[src/rtl/pulse_width_meter_pkg.sv]
// Shared types and helpers for the pulse width meter.
package pulse_width_meter_pkg;

    // Measurement FSM states.
    typedef enum logic [1:0] {
        WaitRise = 2'd0,
        MeasHigh = 2'd1,
        MeasLow  = 2'd2
    } meter_state_t;

    // Width of the idle timer so it can hold the full timeout value.
    function automatic int unsigned idle_width(input int unsigned timeout);
        return $clog2(timeout + 1);
    endfunction

endpackage

[src/rtl/pulse_width_meter_edge_detect.sv]
// Rise/fall detector for a signal already synchronous to clk.
// Provides combinational edge flags and registered 1-cycle edge pulses.
module edge_detect (
    input  logic clk,
    input  logic rst,
    input  logic din,
    output logic rise,
    output logic fall,
    output logic rise_pulse,
    output logic fall_pulse
);

    logic din_q;

    assign rise = din & ~din_q;
    assign fall = ~din & din_q;

    // Previous sample resets high so a line already high at release is not a rise.
    always_ff @(posedge clk or posedge rst) begin
        if (rst) begin
            din_q      <= 1'b1;
            rise_pulse <= 1'b0;
            fall_pulse <= 1'b0;
        end else begin
            din_q      <= din;
            rise_pulse <= rise;
            fall_pulse <= fall;
        end
    end

endmodule

[src/rtl/pulse_width_meter.sv]
// Measures high time and rise-to-rise period of each complete din cycle and
// delivers results on a valid/ready port, with drop, timeout and overflow status.
module pulse_width_meter
    import pulse_width_meter_pkg::*;
#(
    parameter int unsigned CNT_W   = 16,
    parameter int unsigned TIMEOUT = 1000
) (
    input  logic             clk,
    input  logic             rst,
    input  logic             din,
    output logic             edge_rise,
    output logic             edge_fall,
    output logic [CNT_W-1:0] meas_high,
    output logic [CNT_W-1:0] meas_period,
    output logic             meas_ovf,
    output logic             meas_valid,
    input  logic             meas_ready,
    output logic             meas_drop,
    output logic             timeout
);

    localparam int unsigned IDLE_W = idle_width(TIMEOUT);
    localparam logic [CNT_W-1:0] CntMax = '1;
    localparam logic [IDLE_W-1:0] IdleLast = IDLE_W'(TIMEOUT - 1);

    logic rise, fall;

    meter_state_t state_q, state_d;
    logic [CNT_W-1:0] hi_q, hi_d, per_q, per_d;
    logic [CNT_W-1:0] hi_inc, per_inc;
    logic ovf_q, ovf_d;
    logic hi_sat, per_sat;
    logic [IDLE_W-1:0] idle_q, idle_d;
    logic tmo_q, tmo_d;
    logic complete;

    logic [CNT_W-1:0] res_high_q, res_period_q;
    logic res_ovf_q, valid_q, drop_q;

    edge_detect u_edge_detect (
        .clk        (clk),
        .rst        (rst),
        .din        (din),
        .rise       (rise),
        .fall       (fall),
        .rise_pulse (edge_rise),
        .fall_pulse (edge_fall)
    );

    assign hi_sat  = (hi_q == CntMax);
    assign per_sat = (per_q == CntMax);
    assign hi_inc  = hi_sat ? hi_q : hi_q + CNT_W'(1);
    assign per_inc = per_sat ? per_q : per_q + CNT_W'(1);

    // Next-state, counter and idle-timer logic.
    always_comb begin
        state_d  = state_q;
        hi_d     = hi_q;
        per_d    = per_q;
        ovf_d    = ovf_q;
        idle_d   = idle_q;
        tmo_d    = 1'b0;
        complete = 1'b0;

        unique case (state_q)
            WaitRise: begin
                if (rise) begin
                    state_d = MeasHigh;
                    hi_d    = CNT_W'(1);
                    per_d   = CNT_W'(1);
                    ovf_d   = 1'b0;
                end
            end
            MeasHigh: begin
                if (fall) begin
                    state_d = MeasLow;
                    per_d   = per_inc;
                    ovf_d   = ovf_q | per_sat;
                end else begin
                    hi_d  = hi_inc;
                    per_d = per_inc;
                    ovf_d = ovf_q | hi_sat | per_sat;
                end
            end
            MeasLow: begin
                if (rise) begin
                    complete = 1'b1;
                    state_d  = MeasHigh;
                    hi_d     = CNT_W'(1);
                    per_d    = CNT_W'(1);
                    ovf_d    = 1'b0;
                end else begin
                    per_d = per_inc;
                    ovf_d = ovf_q | per_sat;
                end
            end
            default: state_d = WaitRise;
        endcase

        // Any edge restarts the idle timer, so an edge always beats a timeout.
        if (rise || fall) begin
            idle_d = '0;
        end else if (idle_q == IdleLast) begin
            idle_d  = '0;
            tmo_d   = 1'b1;
            state_d = WaitRise;
        end else begin
            idle_d = idle_q + IDLE_W'(1);
        end
    end

    // FSM, counter and idle-timer state.
    always_ff @(posedge clk or posedge rst) begin
        if (rst) begin
            state_q <= WaitRise;
            hi_q    <= '0;
            per_q   <= '0;
            ovf_q   <= 1'b0;
            idle_q  <= '0;
            tmo_q   <= 1'b0;
        end else begin
            state_q <= state_d;
            hi_q    <= hi_d;
            per_q   <= per_d;
            ovf_q   <= ovf_d;
            idle_q  <= idle_d;
            tmo_q   <= tmo_d;
        end
    end

    // Result register and valid/ready handshake; a held result is never overwritten.
    always_ff @(posedge clk or posedge rst) begin
        if (rst) begin
            res_high_q   <= '0;
            res_period_q <= '0;
            res_ovf_q    <= 1'b0;
            valid_q      <= 1'b0;
            drop_q       <= 1'b0;
        end else begin
            drop_q <= 1'b0;
            if (complete && (!valid_q || meas_ready)) begin
                res_high_q   <= hi_q;
                res_period_q <= per_q;
                res_ovf_q    <= ovf_q;
                valid_q      <= 1'b1;
            end else begin
                if (complete) begin
                    drop_q <= 1'b1;
                end
                if (valid_q && meas_ready) begin
                    valid_q <= 1'b0;
                end
            end
        end
    end

    assign meas_high   = res_high_q;
    assign meas_period = res_period_q;
    assign meas_ovf    = res_ovf_q;
    assign meas_valid  = valid_q;
    assign meas_drop   = drop_q;
    assign timeout     = tmo_q;

endmodule
[config.mk]
export PLATFORM = sky130hd
export DESIGN_NAME = pulse_width_meter
export DESIGN_NICKNAME = d
export VERILOG_FILES = /design/src/rtl/pulse_width_meter_pkg.sv /design/src/rtl/pulse_width_meter_edge_detect.sv /design/src/rtl/pulse_width_meter.sv
export SDC_FILE = /design/constraint.sdc
export NUM_CORES = 1
export LEC_CHECK = 0
export CORE_ASPECT_RATIO = 0.6
export CORE_UTILIZATION = 25
export CTS_BUF_LIST = sky130_fd_sc_hd__clkbuf_16
export DETAILED_ROUTE_END_ITERATION = 10
export GPL_TIMING_DRIVEN = 0
export PLACE_DENSITY_LB_ADDON = 0.3
export SETUP_SLACK_MARGIN = 0.02
export SLEW_MARGIN = 20
export SYNTH_ARGS = -nofsm -noshare
export SYNTH_HDL_FRONTEND = slang
export SYNTH_SLANG_ARGS = --single-unit
[constraint.sdc]
create_clock -name clk -period 8 [get_ports clk]
set_clock_uncertainty 0.15 [all_clocks]
set_input_delay 1.2 -clock clk [delete_from_list [all_inputs] [get_ports clk]]
set_output_delay 1.2 -clock clk [all_outputs]
set_load 0.005 [all_outputs]
==> out/results.md <==
| Parameter | This run |
|---|---|
| Run status | complete, no violations |
| Leakage component of the power | 2.18 nW |
| Synth Net Count | 374 |
| Count of flip-flops with a built-in enable after synthesis | 0 |
| Destination of the worst register-to-register timing path | per_q[8] |
| Total Negative Setup Slacks | 0 ns |
| Buffer depth of the longest clock path | 2 |
| Quantity of gates resized following cts | 0 |
| Post-synthesis instance total | 360 |
| Max Fanout on Critical Path | 9 |
| Type of element launching the critical path | input pin |
| Number of warnings reported in the yosys synthesis log | 0 |
| Sink count of the clock tree | 84 |
| Cell area after placement | 0.00463 mm2 |
| Core area | 0.0154 mm2 |
| Worst Reg-to-Reg Cells | 8 |
| Hold buffer count at cts | 0 |
| Hold-critical path endpoint | idle_q[0] |
| Required @ worst endpoint | 8.07 ns |
| Mapped Avg Cell Area | 10.9 um2 |
| Inserted Diodes | 0 |
| Number of rows created at floorplan | 35 |
| Maximum capacitance violations | 0 |
| Area of the die | 0.0163 mm2 |
| Fraction of final layout cells with drive strength greater than 1 | 16.1% |
| Chip Width | 164 um |
| Maximum number of pins on one net before global-route repair | 52 |
| Max Slew Vio Count | 0 |
| Share of the yosys chip area belonging to registers | 53.4% |
| DR pass1 iterations | 7 |
| Post-route antenna net violation count | 0 |
| Worst slack at placement | 4.19 ns |
| Iteration-0 DRC Markers | 169 |
| RR Startpoint | state_q[0] |
| Hold/Removal Path Class | reg2reg |
| Startpoint of the most critical hold path | idle_q[0] |
| Total Wirelength | 9.20 mm |
| Worst IR Drop VDD | 0.0000917 V |
| DRC errors left | 0 |
| Clock Latency Late Sink | 0.34 ns |
| Gr ovfl total | 0 |
| Top flip-flop cell by instance count after synthesis | sky130_fd_sc_hd__dfrtp_1 |
| Area of the multi-input gates | 0.00173 mm2 |
| Flops & latches, synth | 84 |
| Total non-filler cell area in the finished layout | 0.00495 mm2 |
| Number of global-route vias before repair | 2869 |
| Setup CP Type | in2reg |
| Reg-to-reg slack, setup | 5.43 ns |
| Port-buffer cells | 41 |
| Final-stage net count | 427 |
| Unrepaired setup endpoints after global routing | no |
| Filler instances | 1534 |
| Unique cell type count in the Yosys netlist | 50 |
| Critical Path Sink Type | flop |
| Ratio of total power to cell area | 261 mW/mm2 |
| Routability congestion estimate | 0.807 |
| Number of vias after detailed routing | 2922 |
| Hold path cells | 1 |
| Initial antenna violation count | 0 |
| Clock root buffer master | sky130_fd_sc_hd__clkbuf_16 |
| Number of buffers added by the clock tree synthesis step | 9 |
| Number of placed I/O pins | 42 |
| Wire length of the first global-routing pass | 15.4 mm |
| Slew of the pin with the lowest slew margin | 0.769 ns |
| Htree depth | 3 |
| Setup Buffers After CTS | 0 |
| Maximum operating frequency | 292 MHz |
| Arrival time at the worst endpoint | 3.50 ns |
| Period Utilization, post-route | 42.8% |
| Endpoints failing setup | 0 |
| Syn Std Cell Area | 0.00394 mm2 |
| Final hold violations | 0 |
| Sequential cell area | 0.00210 mm2 |
| Mean routed wirelength per cell | 14.8 um |
| Synthesis-to-layout area growth | 25.6% |
| Post-DP HPWL | 6.55 mm |
| Clock transition at the register clock pins on the worst setup and hold paths after CTS | 0.06 ns |
| Final hold slack | 0.337 ns |
| Minimum clock period | 3.43 ns |
| Post-synth ARST share | 100% |
| Height of the chip | 99.2 um |
| Vias per Instance | 4.71 |
| Post-layout utilization of the core | 32.2% |
| Gr usage total | 12.4% |
| Setup WS post-layout | 4.57 ns |
| Slew Limit Headroom | 48.4% |
| CTS tree | yes |
| Initial core utilization | 25.6% |
[cell families after synthesis]
group,Yosys count,share of synthesized area (%)
AOI/OAI and AO/OA,69,11.2
and+or+nand+nor,127,16.8
buffers and inverters,23,2.80
DFF,84,53.4
muxes,36,10.2
adders and majority gates,10,3.18
xor gates and xnor gates,11,2.45
[sequential cells by signal, indices dropped and copies added, names as in the netlist, 2 cells and up]
| register | cells |
|---|---|
| meas_high | 16 |
| meas_period | 16 |
| state_q | 2 |
| idle_q | 10 |
| per_q | 16 |
| hi_q | 16 |
[metrics by stage]
stage	std cells	total power [W]
floorplan	360	0.000725
global placement	604	0.000843
detailed placement	605	0.000855
CTS	620	0.00131
global route	620	0.00137
finish	620	0.00129
[layout by cell type, fill, tap and decap left out, types with 5 or more instances in the layout]
cell type	n
sky130_fd_sc_hd__clkbuf_1	5
sky130_fd_sc_hd__nand3_1	17
sky130_fd_sc_hd__buf_2	6
sky130_fd_sc_hd__dfrtp_1	83
sky130_fd_sc_hd__and2_1	8
sky130_fd_sc_hd__nor3_1	7
sky130_fd_sc_hd__clkbuf_16	9
sky130_fd_sc_hd__and3_1	10
sky130_fd_sc_hd__a21oi_1	12
sky130_fd_sc_hd__clkdlybuf4s50_1	41
sky130_fd_sc_hd__inv_1	8
sky130_fd_sc_hd__a31oi_1	7
sky130_fd_sc_hd__o31ai_1	7
sky130_fd_sc_hd__nand4_1	8
sky130_fd_sc_hd__o21ai_0	22
sky130_fd_sc_hd__xor2_1	7
sky130_fd_sc_hd__mux2_2	33
sky130_fd_sc_hd__nor2_1	29
sky130_fd_sc_hd__nand2_1	21
sky130_fd_sc_hd__ha_1	10
[worst max-delay path, stage by stage]
cell and delay (ns):
sky130_fd_sc_hd__clkdlybuf4s50_1 0.52, sky130_fd_sc_hd__ha_1 0.33, sky130_fd_sc_hd__and2b_1 0.22, sky130_fd_sc_hd__o21ai_1 0.42, sky130_fd_sc_hd__and2_1 0.20, sky130_fd_sc_hd__clkbuf_1 0.37, sky130_fd_sc_hd__or4_1 0.19, sky130_fd_sc_hd__nand2_1 0.05
[worst max-delay path by stage]
stage	startpoint	end	slack (ns)	depth (start not counted)
3_5_place_dp	din	meas_period[7]	4.19	7
3_3_place_gp	rst	meas_high[5]	3.04	2
6_report	din	per_q[8]	4.57	8
5_1_grt	din	per_q[8]	4.38	8
2_1_floorplan	rst	hi_q[0]	4.49	1
4_1_cts	din	meas_period[7]	4.56	7
[cell type report]
| class | instances | area share, % |
|---|---|---|
| Timing Repair Buffer | 42 | 8.85 |
| Buffer | 14 | 1.54 |
| Inverter | 9 | 0.733 |
| Multi-Input combinational cell | 253 | 34.9 |
| Tap cell | 203 | 5.13 |
| Clock buffer | 9 | 4.55 |
| Clock inverter | 6 | 1.82 |
| Sequential cell | 84 | 42.5 |
[routing by layer]
| layer | wire length, um | vias to the layer above | global-route usage [%] | part of all wire, % |
|---|---|---|---|---|
| met5 | 0 | - | 0 | 0 |
| met4 | 66 | 0 | 4.70 | 0.72 |
| met3 | 524 | 4 | 3.34 | 5.7 |
| met2 | 3650 | 83 | 16.2 | 40 |
| met1 | 4960 | 1424 | 18.9 | 54 |
| li1 | - | 1411 | - | - |
[power by group]
part | leakage, nW | switching, W | total [W] | internal (W)
registers | 1.15 | 0.0000447 | 0.000512 | 0.000467
clock network | 0.151 | 0.000172 | 0.000444 | 0.000272
logic | 0.879 | 0.000191 | 0.000333 | 0.000142
total | 2.18 | 0.000408 | 0.00129 | 0.000882
[Yosys cell counts (5+ instances only)]
cell / instances / area share [%]
sky130_fd_sc_hd__dfrtp_1: 83 / 53
sky130_fd_sc_hd__mux2_2: 33 / 9.4
sky130_fd_sc_hd__nor2_1: 29 / 2.8
sky130_fd_sc_hd__o21ai_0: 22 / 2.8
sky130_fd_sc_hd__nand2_1: 21 / 2.0
sky130_fd_sc_hd__nand3_1: 17 / 2.2
sky130_fd_sc_hd__a21oi_1: 12 / 1.5
sky130_fd_sc_hd__and3_1: 10 / 1.6
sky130_fd_sc_hd__ha_1: 10 / 3.2
sky130_fd_sc_hd__inv_1: 9 / 0.86
sky130_fd_sc_hd__and2_1: 8 / 1.3
sky130_fd_sc_hd__nand4_1: 8 / 1.3
sky130_fd_sc_hd__a31oi_1: 7 / 1.1
sky130_fd_sc_hd__nor3_1: 7 / 0.89
sky130_fd_sc_hd__o31ai_1: 7 / 1.3
sky130_fd_sc_hd__xor2_1: 7 / 1.6
sky130_fd_sc_hd__buf_2: 6 / 0.76
sky130_fd_sc_hd__clkbuf_1: 5 / 0.48
Power figures use the tool's default switching activity.
